File: config.mk
export PLATFORM = sky130hd
export DESIGN_NAME = noc_output_allocator
export DESIGN_NICKNAME = d
export VERILOG_FILES = /design/src/rtl/noc_pkg.sv /design/src/rtl/rr_pick.sv /design/src/rtl/noc_output_allocator.sv
export SDC_FILE = /design/constraint.sdc
export NUM_CORES = 1
export LEC_CHECK = 0
export BUFFER_PORTS_ARGS = -buffer_cell sky130_fd_sc_hd__buf_4
export CORE_ASPECT_RATIO = 1.25
export CORE_UTILIZATION = 34
export DETAILED_ROUTE_END_ITERATION = 8
export HOLD_SLACK_MARGIN = 0.03
export RECOVER_POWER = 25
export SLEW_MARGIN = 5
export SYNTH_ARGS = -nofsm -noshare
export SYNTH_HDL_FRONTEND = slang
export SYNTH_SLANG_ARGS = --single-unit
export TNS_END_PERCENT = 20
File: constraint.sdc
create_clock -name clk -period 6.8 [get_ports clk]
set_input_delay 0.68 -clock clk [delete_from_list [all_inputs] [get_ports clk]]
set_output_delay 0.68 -clock clk [all_outputs]
set_load 0.01 [all_outputs]
File: src/rtl/noc_pkg.sv
// Shared definitions for the mesh router.
//
// Port indices (L, N, E, S, W), the crossbar idle select code, the output
// allocator state encoding and a small wrapping-increment helper.
package noc_pkg;

  localparam int unsigned N_PORTS = 5;

  localparam int unsigned PORT_L = 0;
  localparam int unsigned PORT_N = 1;
  localparam int unsigned PORT_E = 2;
  localparam int unsigned PORT_S = 3;
  localparam int unsigned PORT_W = 4;

  // Crossbar select value meaning "no input drives this output".
  localparam int unsigned SEL_IDLE = 5;

  // Two-bit encoding so there are spare codes; those recover to ST_IDLE.
  typedef enum logic [1:0] {
    ST_IDLE   = 2'b00,
    ST_LOCKED = 2'b01
  } alloc_state_e;

  // Next port index after p, wrapping at n.
  function automatic int unsigned wrap_inc(int unsigned p, int unsigned n);
    return (p >= n - 1) ? 0 : p + 1;
  endfunction

endpackage

File: src/rtl/rr_pick.sv
// Combinational rotating-priority encoder.
//
// Ports:
//   e      in   N      request vector
//   ptr    in   IDX_W  highest-priority index this cycle
//   any    out  1      at least one request set
//   winner out  IDX_W  first set bit searching ptr, ptr+1, ... modulo N (0 when none)
module rr_pick
  import noc_pkg::*;
#(
  parameter int unsigned N     = N_PORTS,
  parameter int unsigned IDX_W = $clog2(N)
) (
  input  logic [N-1:0]     e,
  input  logic [IDX_W-1:0] ptr,
  output logic             any,
  output logic [IDX_W-1:0] winner
);

  // Scan from the lowest priority towards ptr so the last hit is the winner.
  always_comb begin
    logic [IDX_W-1:0] idx;
    any    = |e;
    winner = '0;
    idx    = '0;
    for (int k = int'(N) - 1; k >= 0; k--) begin
      idx = IDX_W'((int'(ptr) + k) % int'(N));
      if (e[idx]) winner = idx;
    end
  end

endmodule

File: src/rtl/noc_output_allocator.sv
// Per-output switch allocator for the 5-port mesh router.
//
// Round-robin arbitration among input ports whose head flit is routed to this
// output; the winner owns the output until its tail flit moves. Transfers are
// gated by a downstream credit counter.
//
// Optional build macro ALLOC_CREDIT_CHK_EN adds the sticky credit_err output.
//
// Ports:
//   clk        in   1          clock, rising edge
//   rst        in   1          asynchronous active-high reset
//   req        in   N_PORTS    input i's front flit is routed here
//   in_valid   in   N_PORTS    input i's front flit is present
//   in_head    in   N_PORTS    input i's front flit is a head
//   in_tail    in   N_PORTS    input i's front flit is a tail
//   credit_ret in   1          downstream freed one slot (pulse)
//   select     out  N_BIT_SEL  crossbar select; owner index or SEL_IDLE
//   grant      out  N_PORTS    one-hot owner, zero when idle
//   xfer       out  1          flit moves this cycle; pop strobe to owner
//   credits    out  CNT_W      current credit count
//   credit_err out  1          (ALLOC_CREDIT_CHK_EN only) sticky protocol error
module noc_output_allocator
  import noc_pkg::alloc_state_e;
  import noc_pkg::ST_IDLE;
  import noc_pkg::ST_LOCKED;
  import noc_pkg::SEL_IDLE;
  import noc_pkg::wrap_inc;
#(
  parameter int unsigned N_PORTS      = 5,
  parameter int unsigned N_BIT_SEL    = 3,
  parameter int unsigned CREDIT_DEPTH = 4,
  parameter int unsigned CNT_W        = 3
) (
  input  logic                 clk,
  input  logic                 rst,
  input  logic [N_PORTS-1:0]   req,
  input  logic [N_PORTS-1:0]   in_valid,
  input  logic [N_PORTS-1:0]   in_head,
  input  logic [N_PORTS-1:0]   in_tail,
  input  logic                 credit_ret,
  output logic [N_BIT_SEL-1:0] select,
  output logic [N_PORTS-1:0]   grant,
  output logic                 xfer,
  output logic [CNT_W-1:0]     credits
`ifdef ALLOC_CREDIT_CHK_EN
  ,
  output logic                 credit_err
`endif
);

  localparam int unsigned PTR_W = $clog2(N_PORTS);
  localparam logic [N_BIT_SEL-1:0] SEL_IDLE_V = N_BIT_SEL'(SEL_IDLE);
  localparam logic [CNT_W-1:0] CRED_MAX = CNT_W'(CREDIT_DEPTH);

  alloc_state_e         state_q;
  logic [PTR_W-1:0]     ptr_q;
  logic [CNT_W-1:0]     credits_d;
  logic [N_PORTS-1:0]   elig;
  logic                 any_elig;
  logic [PTR_W-1:0]     win_idx;
  logic                 locked;
  logic                 own_valid;
  logic                 own_tail;
  logic                 release_pkt;
  logic [PTR_W-1:0]     ptr_next;

  assign elig = req & in_valid & in_head;

  rr_pick #(
    .N     (N_PORTS),
    .IDX_W (PTR_W)
  ) u_rr_pick (
    .e      (elig),
    .ptr    (ptr_q),
    .any    (any_elig),
    .winner (win_idx)
  );

  assign locked = (state_q == ST_LOCKED);

  // grant is the registered one-hot owner, so it doubles as the owner mux.
  assign own_valid   = |(grant & in_valid);
  assign own_tail    = |(grant & in_tail);
  assign xfer        = locked & own_valid & (credits != '0);
  assign release_pkt = xfer & own_tail;
  assign ptr_next    = PTR_W'(wrap_inc(int'(select), N_PORTS));

  always_ff @(posedge clk or posedge rst) begin
    if (rst) begin
      state_q <= ST_IDLE;
      select  <= SEL_IDLE_V;
      grant   <= '0;
      ptr_q   <= '0;
    end else begin
      case (state_q)
        ST_IDLE: begin
          if (any_elig) begin
            state_q <= ST_LOCKED;
            select  <= N_BIT_SEL'(win_idx);
            grant   <= N_PORTS'(1) << win_idx;
          end
        end
        ST_LOCKED: begin
          // Stalled owners keep the lock; only the tail transfer releases it.
          if (release_pkt) begin
            state_q <= ST_IDLE;
            select  <= SEL_IDLE_V;
            grant   <= '0;
            ptr_q   <= ptr_next;
          end
        end
        default: begin
          state_q <= ST_IDLE;
          select  <= SEL_IDLE_V;
          grant   <= '0;
        end
      endcase
    end
  end

  // Simultaneous transfer and return cancel; returns saturate at the ceiling.
  always_comb begin
    credits_d = credits;
    if (xfer && !credit_ret) begin
      credits_d = credits - 1'b1;
    end else if (credit_ret && !xfer && (credits != CRED_MAX)) begin
      credits_d = credits + 1'b1;
    end
  end

  always_ff @(posedge clk or posedge rst) begin
    if (rst) begin
      credits <= CRED_MAX;
    end else begin
      credits <= credits_d;
    end
  end

`ifdef ALLOC_CREDIT_CHK_EN
  logic own_head;
  logic moved_q;
  logic err_set;

  assign own_head = |(grant & in_head);

  // A head showing up on the owner after the packet started means its tail was lost.
  assign err_set = (credit_ret & ~xfer & (credits == CRED_MAX)) |
                   (locked & moved_q & own_valid & own_head);

  always_ff @(posedge clk or posedge rst) begin
    if (rst) begin
      moved_q    <= 1'b0;
      credit_err <= 1'b0;
    end else begin
      moved_q    <= locked & ~release_pkt & (moved_q | xfer);
      credit_err <= credit_err | err_set;
    end
  end
`endif

endmodule

==> results of run 1 <==
-- report_power, final --
| part | internal (W) | switching [W] | total, W | leakage (nW) |
|---|---|---|---|---|
| Combinational | 0.000348 | 0.000496 | 0.000843 | 1.05 |
| Sequential | 0.000128 | 0.0000561 | 0.000184 | 0.186 |
| Clock | 0.0000406 | 0.0000319 | 0.0000725 | 0.0255 |
-- cells in the mapped netlist, types with 7 or more instances --
cell type   n
o21ai_0    22
nor2_1     24
ha_1       22
inv_1      18
nand2_1    32
o31ai_1     8
clkbuf_1    8
mux2i_1     7
nor3_1      7
dfrtp_1    12
nand2b_1    7
nand3_1    10
xnor2_1     8
a21oi_1    23
-- flip-flops by register name (all words and copies together) (netlist names) --
register,flops
credits,3
grant,5
state_q,1
ptr_q,3
select,3
-- through the flow --
| stage | power, W | setup WS (ns) | hold slack [ns] | util, % |
|---|---|---|---|---|
| global placement | 0.00101 | 2.37 | 0.525 | 40.4 |
| CTS | 0.00110 | 2.11 | 0.522 | 41.1 |
| finish | 0.00110 | 2.03 | 0.497 | 41.1 |
| global route | 0.00121 | 1.59 | 0.549 | 41.1 |
| detailed placement | 0.00102 | 2.15 | 0.532 | 40.4 |
| floorplan | 0.000811 | 2.02 | 0.514 | - |
-- logic make-up after synthesis --
kind of cell	after synthesis	share of synthesized area [%]
flops	15	15.8
simple gates	111	23.3
compound gates	115	33.5
mux	10	4.80
fa+ha+maj	23	12.3
buf+inv	34	5.90
xor+xnor	11	4.33
-- metal layers --
metal  vias up  GRT usage, %  share of wire [%]
met5         -             0                  0
met4         0          8.33                2.9
met3        19          1.23                3.7
met2        80          35.6                 49
met1      1160          21.8                 44
li1       1250             -                  -
-- cell usage in the layout (no fill, tap or decap), types with 4 or more instances in the layout --
| master | instances |
|---|---|
| nor3_1 | 7 |
| nand2b_1 | 7 |
| nand2_1 | 32 |
| ha_1 | 22 |
| a211oi_1 | 5 |
| mux2i_1 | 7 |
| a21oi_1 | 23 |
| nand3_1 | 10 |
| and3_1 | 6 |
| inv_1 | 18 |
| o21ai_0 | 22 |
| buf_4 | 34 |
| xnor2_1 | 8 |
| o31ai_1 | 8 |
| o22ai_1 | 5 |
| dfrtp_1 | 12 |
| nor2_1 | 24 |
| a21o_1 | 4 |
-- worst max-delay path, cell delays in order, from the launching register on --
cell	delay, ns
dfrtp_1	0.65
inv_1	0.31
ha_1	0.31
inv_1	0.13
ha_1	0.38
inv_1	0.13
nand2_1	0.06
ha_1	0.31
nor2b_1	0.33
a21boi_0	0.15
o32a_1	0.36
and3_1	0.19
o21ai_0	0.37
nor4bb_1	0.36
o211a_1	0.19
o2bb2ai_1	0.14
o31ai_1	0.28
-- layout make-up --
class	instances	area (µm²)	share of cell area (%)
clock inverter	1	5.00	0.182
sequential	15	379	13.8
multi-input combinational	270	1880	68.2
timing repair buffer	35	263	9.55
tap	87	109	3.96
clock buffer	3	41.3	1.50
inverter	21	78.8	2.86
-- worst min-delay path by stage --
stage / slack, ns / startpoint / end / depth (start not counted)
CTS: 0.52 / rst / ptr_q[2] / 2
detailed placement: 0.53 / select[2] / select[2] / 2
global route: 0.55 / rst / state_q[0] / 2
global placement: 0.53 / select[2] / select[2] / 2
floorplan: 0.51 / select[2] / select[2] / 2
finish: 0.50 / rst / ptr_q[2] / 2
==> reports/summary.txt, run 1 <==
Port Buffers - 34
P per Cell Area - 400 mW/mm²
Post-Syn Area - 0.00240 mm²
synthesis-stage register bit count - 15
width of the die - 77.1 µm
Synthesized Nets - 365
CTS tree - built
FILL cells - 700
GRT Overall Usage - 18.8%
Peak supply drop - 195 µV
WL/cell - 15.7 µm
R2R depth - 16
critical path class - register to register
vias in the first global route - 2369
Syn Area/Cell - 7.51 µm²
DR vias - 2509
Post-synth EDFFs - 0
gr ovfl total - 0
worst rel slew slack - 38.0%
Tcrit/Tclk final - 70.1%
worst min path class - primary input to async pin
hpwl dp - 5380 µm
leakage power - 1.26 nW
RSZ-0062 raised after global routing - no
Initial Util - 35.8%
Max Freq - 210 MHz
Worst Tran Pin Value - 0.918 ns
first-pass GRT wire length - 11200 µm
Crit path arrival time - 4.92 ns
Worst Setup EP - grant[2]
cell taking the most area after synthesis - dfrtp_1
Final #Nets - 392
CTS resizes - 0
worst reg2reg setup slack - 2.03 ns
share of cells above drive strength 1 - 16.5%
CTS Buf Count - 3
initial drt markers - 165
sequential fraction of the synthesis area - 15.8%
core area - 0.00669 mm²
Ant. Diodes - 0
Clock Pin Slew Worst Setup and Hold Paths - 0.06 ns
total die area - 0.00739 mm²
CTS Hold Buffers Added - 0
non-filler instance count after layout - 432
Final Max Slew Viols - 0
Antenna Nets Post-Route - 0
GP Congestion - 0.874
Top FF cell, synth - dfrtp_1
Layout Cell Area excl Fill - 0.00275 mm²
Max-Cap Viols - 0
clk_lat worst skew - 0.25 ns
IO Pins - 35
top post-synthesis cells by area - dfrtp_1 13%, ha_1 11%, nand2_1 5.0%, a21oi_1 4.8%, o21ai_0 4.6%
Post-DP Area - 0.00271 mm²
Setup Viol. Count Final - 0
Mapped Cells - 319
total wire length - 6770 µm
async set-reset flop share out of synthesis - 100%
number of remaining DRC errors - 0
first-pass detailed-route iteration total - 5
CTS root buf - clkbuf_8
Post-Place Cells - 428
H-tree Lvls - 1
Setup crit start - ptr_q[1]
# clock sinks - 15
Worst setup SP type - register
chip height - 95.9 µm
status - finished clean
r2r endpoint - grant[2]
crit end category - register
Tmin final - 4.77 ns
pin count of the biggest net entering global routing - 33
RR Startpoint - ptr_q[1]
setup bufs post-CTS - 0
Synth warnings - 0
Setup TNS - 0 ns
Final Hold Viols - 0
Max clock buf depth - 2
cell row count - 33
Synth top area share - 12.5%
initial antenna violation count - 0
Max FO, Critical Path - 16
Area growth syn-to-layout - 14.8%
synth unique cells - 71
Final Skew - 0.00306 ns
Worst Path Required - 6.95 ns
vias per inst - 5.81
(Power assumes the default switching activity.)
==> inputs of run 2 (changes only) <==
--- a/config.mk
+++ b/config.mk
@@ -5,6 +5,7 @@
 export SDC_FILE = /design/constraint.sdc
 export NUM_CORES = 1
 export LEC_CHECK = 0
+export ABC_AREA = 1
 export BUFFER_PORTS_ARGS = -buffer_cell sky130_fd_sc_hd__buf_4
 export CORE_ASPECT_RATIO = 1.25
 export CORE_UTILIZATION = 34
==> constraint.sdc (replaced) <==
create_clock -name clk -period 4 [get_ports clk]
set_input_delay 0.4 -clock clk [delete_from_list [all_inputs] [get_ports clk]]
set_output_delay 0.4 -clock clk [all_outputs]
set_load 0.01 [all_outputs]
==> reports/summary.txt, run 2 <==
cell row count - 31 (was 33)
width of the die - 72.5 µm (was 77.1 µm)
total wire length - 5380 µm (was 6770 µm)
Setup Viol. Count Final - 0 (unchanged)
hpwl dp - 4560 µm (was 5380 µm)
vias per inst - 4.94 (was 5.81)
Stages on worst setup path - 24 (was 16)
CTS Buf Count - 3 (unchanged)
Synth warnings - 0 (unchanged)
chip height - 90.2 µm (was 95.9 µm)
Crit path max-delay family - simple AND/OR/NAND/NOR gates (was compound AO/OA/AOI/OAI gates)
H-tree Lvls - 1 (unchanged)
number of remaining DRC errors - 0 (unchanged)
top-count cell post-synth - nand2_1 (unchanged)
share of cells above drive strength 1 - 18.2% (was 16.5%)
first-pass GRT wire length - 9230 µm (was 11200 µm)
Antenna Nets Post-Route - 0 (unchanged)
Final Max Slew Viols - 0 (unchanged)
Final WS setup - 0.461 ns (was 2.03 ns)
Max-Cap Viols - 0 (unchanged)
met1 Use GR - 21.5% (was 21.8%)
Post-Syn Area - 0.00211 mm² (was 0.00240 mm²)
worst rel slew slack - 59.3% (was 38.0%)
Mapped Cells - 336 (was 319)
number of flip-flops in the largest register - 5 (unchanged)
top cells by count, synth - 100 x nand2_1, 53 x nand3_1, 47 x inv_1 (was 32 x nand2_1, 24 x nor2_1, 23 x a21oi_1)
Final #Nets - 421 (was 392)
non-filler instance count after layout - 456 (was 432)
initial antenna violation count - 0 (unchanged)
Max clock buf depth - 2 (unchanged)
synthesis-stage register bit count - 15 (unchanged)
CTS root buf - clkbuf_8 (unchanged)
biggest cell delay along the critical path - 0.49 ns (was 0.65 ns)
WL/cell - 11.8 µm (was 15.7 µm)
Worst Tran Pin Value - 0.610 ns (was 0.918 ns)
most frequent cells in the layout - 100 x nand2_1, 53 x nand3_1, 47 x inv_1, 36 x buf_4, 22 x ha_1 (was 34 x buf_4, 32 x nand2_1, 24 x nor2_1, 23 x a21oi_1)
Final Skew - 0.00103 ns (was 0.00306 ns)
Worst Path Required - 4.15 ns (was 6.95 ns)
Worst Setup EP - grant[0] (was grant[2])
commonest non-fill, non-tap cell in the layout - nand2_1 (was buf_4)
setup bufs post-CTS - 0 (unchanged)
IO Pins - 35 (unchanged)
Top FF cell, synth - dfrtp_1 (unchanged)
RSZ-0062 raised after global routing - no (unchanged)
worst reg2reg setup slack - 0.46 ns (was 2.03 ns)
Post-Place Cells - 452 (was 428)
gr ovfl total - 0 (unchanged)
Synth top area share - 17.8% (was 12.5%)
CP dominant cell by count - nand2_1
GRT met2 Usage - 31.2% (was 35.6%)
crit path cell chain - inv_2 -> buf_4 -> ha_1 -> o21ai_1 -> nand2_1 -> xor2_1 -> inv_1 -> ha_1 -> inv_1 -> or2_2 -> nand3_1 -> nand2_2 -> o21ai_2 -> nand3_1 -> nor2_1 -> inv_1 -> nand2_1 -> nand2_1 -> nand2_1 -> nand2_1 -> nand2_1 -> nor2_1 -> nand3_1 -> nand2_1 (was inv_1 -> ha_1 -> inv_1 -> ha_1 -> inv_1 -> nand2_1 -> ha_1 -> nor2b_1 -> a21boi_0 -> o32a_1 -> and3_1 -> o21ai_0 -> nor4bb_1 -> o211a_1 -> o2bb2ai_1 -> o31ai_1)
Syn Area/Cell - 6.29 µm² (was 7.51 µm²)
Top reg by flops - grant (unchanged)
CTS Hold Buffers Added - 0 (unchanged)
Tmin final - 3.54 ns (was 4.77 ns)
async set-reset flop share out of synthesis - 100% (unchanged)
top post-synthesis cells by area - nand2_1 18%, dfrtp_1 14%, ha_1 13%, nand3_1 13%, inv_1 8.3% (was dfrtp_1 13%, ha_1 11%, nand2_1 5.0%, a21oi_1 4.8%, o21ai_0 4.6%)
DR vias - 2252 (was 2509)
crit end category - register (unchanged)
Slowest cell on crit path - dfrtp_1 (unchanged)
GRT Overall Usage - 17.1% (was 18.8%)
total die area - 0.00654 mm² (was 0.00739 mm²)
RR Startpoint - ptr_q[1] (unchanged)
Post-synth EDFFs - 0 (unchanged)
# clock sinks - 15 (unchanged)
R2R depth - 24 (was 16)
CTS resizes - 0 (unchanged)
cell taking the most area after synthesis - nand2_1 (was dfrtp_1)
Max FO, Critical Path - 9 (was 16)
clk_lat worst skew - 0.25 ns (about the same)
Post-DP Area - 0.00248 mm² (was 0.00271 mm²)
vias in the first global route - 2182 (was 2369)
M3 GR Usage - 0.336% (was 1.23%)
Initial Util - 35.9% (was 35.8%)
Setup TNS - 0 ns (unchanged)
Final Hold Viols - 0 (unchanged)
worst path bufs/invs - 5 (was 3)
Layout Cell Area excl Fill - 0.00252 mm² (was 0.00275 mm²)
first-pass detailed-route iteration total - 4 (was 5)
Port Buffers - 34 (unchanged)
GP Congestion - 0.960 (was 0.874)
Area growth syn-to-layout - 19.3% (was 14.8%)
Crit path arrival time - 3.68 ns (was 4.92 ns)
status - finished clean (unchanged)
pre-CTS WS - 0.511 ns (was 2.15 ns)
core area - 0.00590 mm² (was 0.00669 mm²)
sequential fraction of the synthesis area - 17.9% (was 15.8%)
critical path class - register to register (unchanged)
synth unique cells - 38 (was 71)
r2r endpoint - grant[0] (was grant[2])
Setup crit start - ptr_q[1] (unchanged)
CTS tree - built (unchanged)
GR peak layer - met2 (unchanged)
worst min path class - primary input to async pin (unchanged)
Worst setup SP type - register (unchanged)
Tcrit/Tclk final - 88.5% (was 70.1%)
pin count of the biggest net entering global routing - 19 (was 33)
Clock Pin Slew Worst Setup and Hold Paths - 0.06 ns (about the same)
Synthesized Nets - 382 (was 365)
Ant. Diodes - 0 (unchanged)
initial drt markers - 73 (was 165)
Max Freq - 283 MHz (was 210 MHz)
## run 2: changes by cell type after synthesis, sizes merged, moves of 6 or more
cell | previous run | this run
a21oi | 24 | 12
and3 | 6 | 0
clkbuf | 8 | 2
inv | 20 | 49
mux2i | 7 | 0
nand2 | 33 | 110
nand2b | 7 | 0
nand3 | 10 | 56
nor2 | 24 | 17
o21ai | 26 | 19
o31ai | 8 | 1
xnor2 | 8 | 2
## run 2: worst min path at each step
| stage | end | depth (start not counted) | slack, ns | start |
|---|---|---|---|---|
| final | ptr_q[2] | 2 | 0.22 | rst |
| after global routing | ptr_q[2] | 2 | 0.27 | rst |
| after CTS | ptr_q[2] | 2 | 0.23 | rst |
| after detailed placement | select[1] | 1 | 0.48 | state_q[0] |
| after global placement | state_q[0] | 2 | 0.48 | state_q[0] |
| after floorplan | credits[0] | 1 | 0.30 | rst |
## run 2: cell families (layout without fill, tap and decap cells)
logic type | Yosys count | in the layout | share of synthesized area (%)
buf+inv | 53 | 91 | 9.76
xor+xnor | 10 | 10 | 5.03
mux | 1 | 1 | 0.533
fa+ha+maj | 23 | 23 | 14.0
simple gates | 194 | 194 | 41.5
flops | 15 | 15 | 17.9
compound gates | 40 | 40 | 11.2
## run 2: worst register-to-register path: stages (launching register included)
cell and delay [ns]:
dfrtp_1 0.49, inv_2 0.06, buf_4 0.18, ha_1 0.34
o21ai_1 0.20, nand2_1 0.11, xor2_1 0.15, inv_1 0.08
ha_1 0.15, inv_1 0.05, or2_2 0.27, nand3_1 0.14
nand2_2 0.10, o21ai_2 0.20, nand3_1 0.12, nor2_1 0.14
inv_1 0.07, nand2_1 0.06, nand2_1 0.04, nand2_1 0.06
nand2_1 0.05, nand2_1 0.15, nor2_1 0.06, nand3_1 0.10
nand2_1 0.05
## run 2: final cells by class
type                       instances  area (µm²)
tap                               82         103
fill                             658        3370
inverter                          50         188
multi-input combinational        268        1530
clock inverter                     1        5.00
clock buffer                       3        41.3
timing repair buffer              37         278
sequential                        15         379
## run 2: metal layers
| metal | vias to the layer above | part of all wire, % |
|---|---|---|
| met2 | 58 | 49 |
| met4 | 0 | 2.0 |
| li1 | 1171 | - |
| met1 | 1012 | 44 |
| met3 | 11 | 4.7 |
| met5 | - | 0 |
## run 2: through the flow
| step | utilization [%] | hold slack, ns |
|---|---|---|
| 5_1_grt | 42.8 | 0.274 |
| 6_report | 42.8 | 0.220 |
| 4_1_cts | 42.8 | 0.234 |
| 3_3_place_gp | 42.0 | 0.480 |
| 3_5_place_dp | 42.0 | 0.479 |
| 2_1_floorplan | - | 0.299 |
Power of run 2 is not shown: default switching activity piles up to over one toggle a cycle in this logic, so the estimate is an artifact.
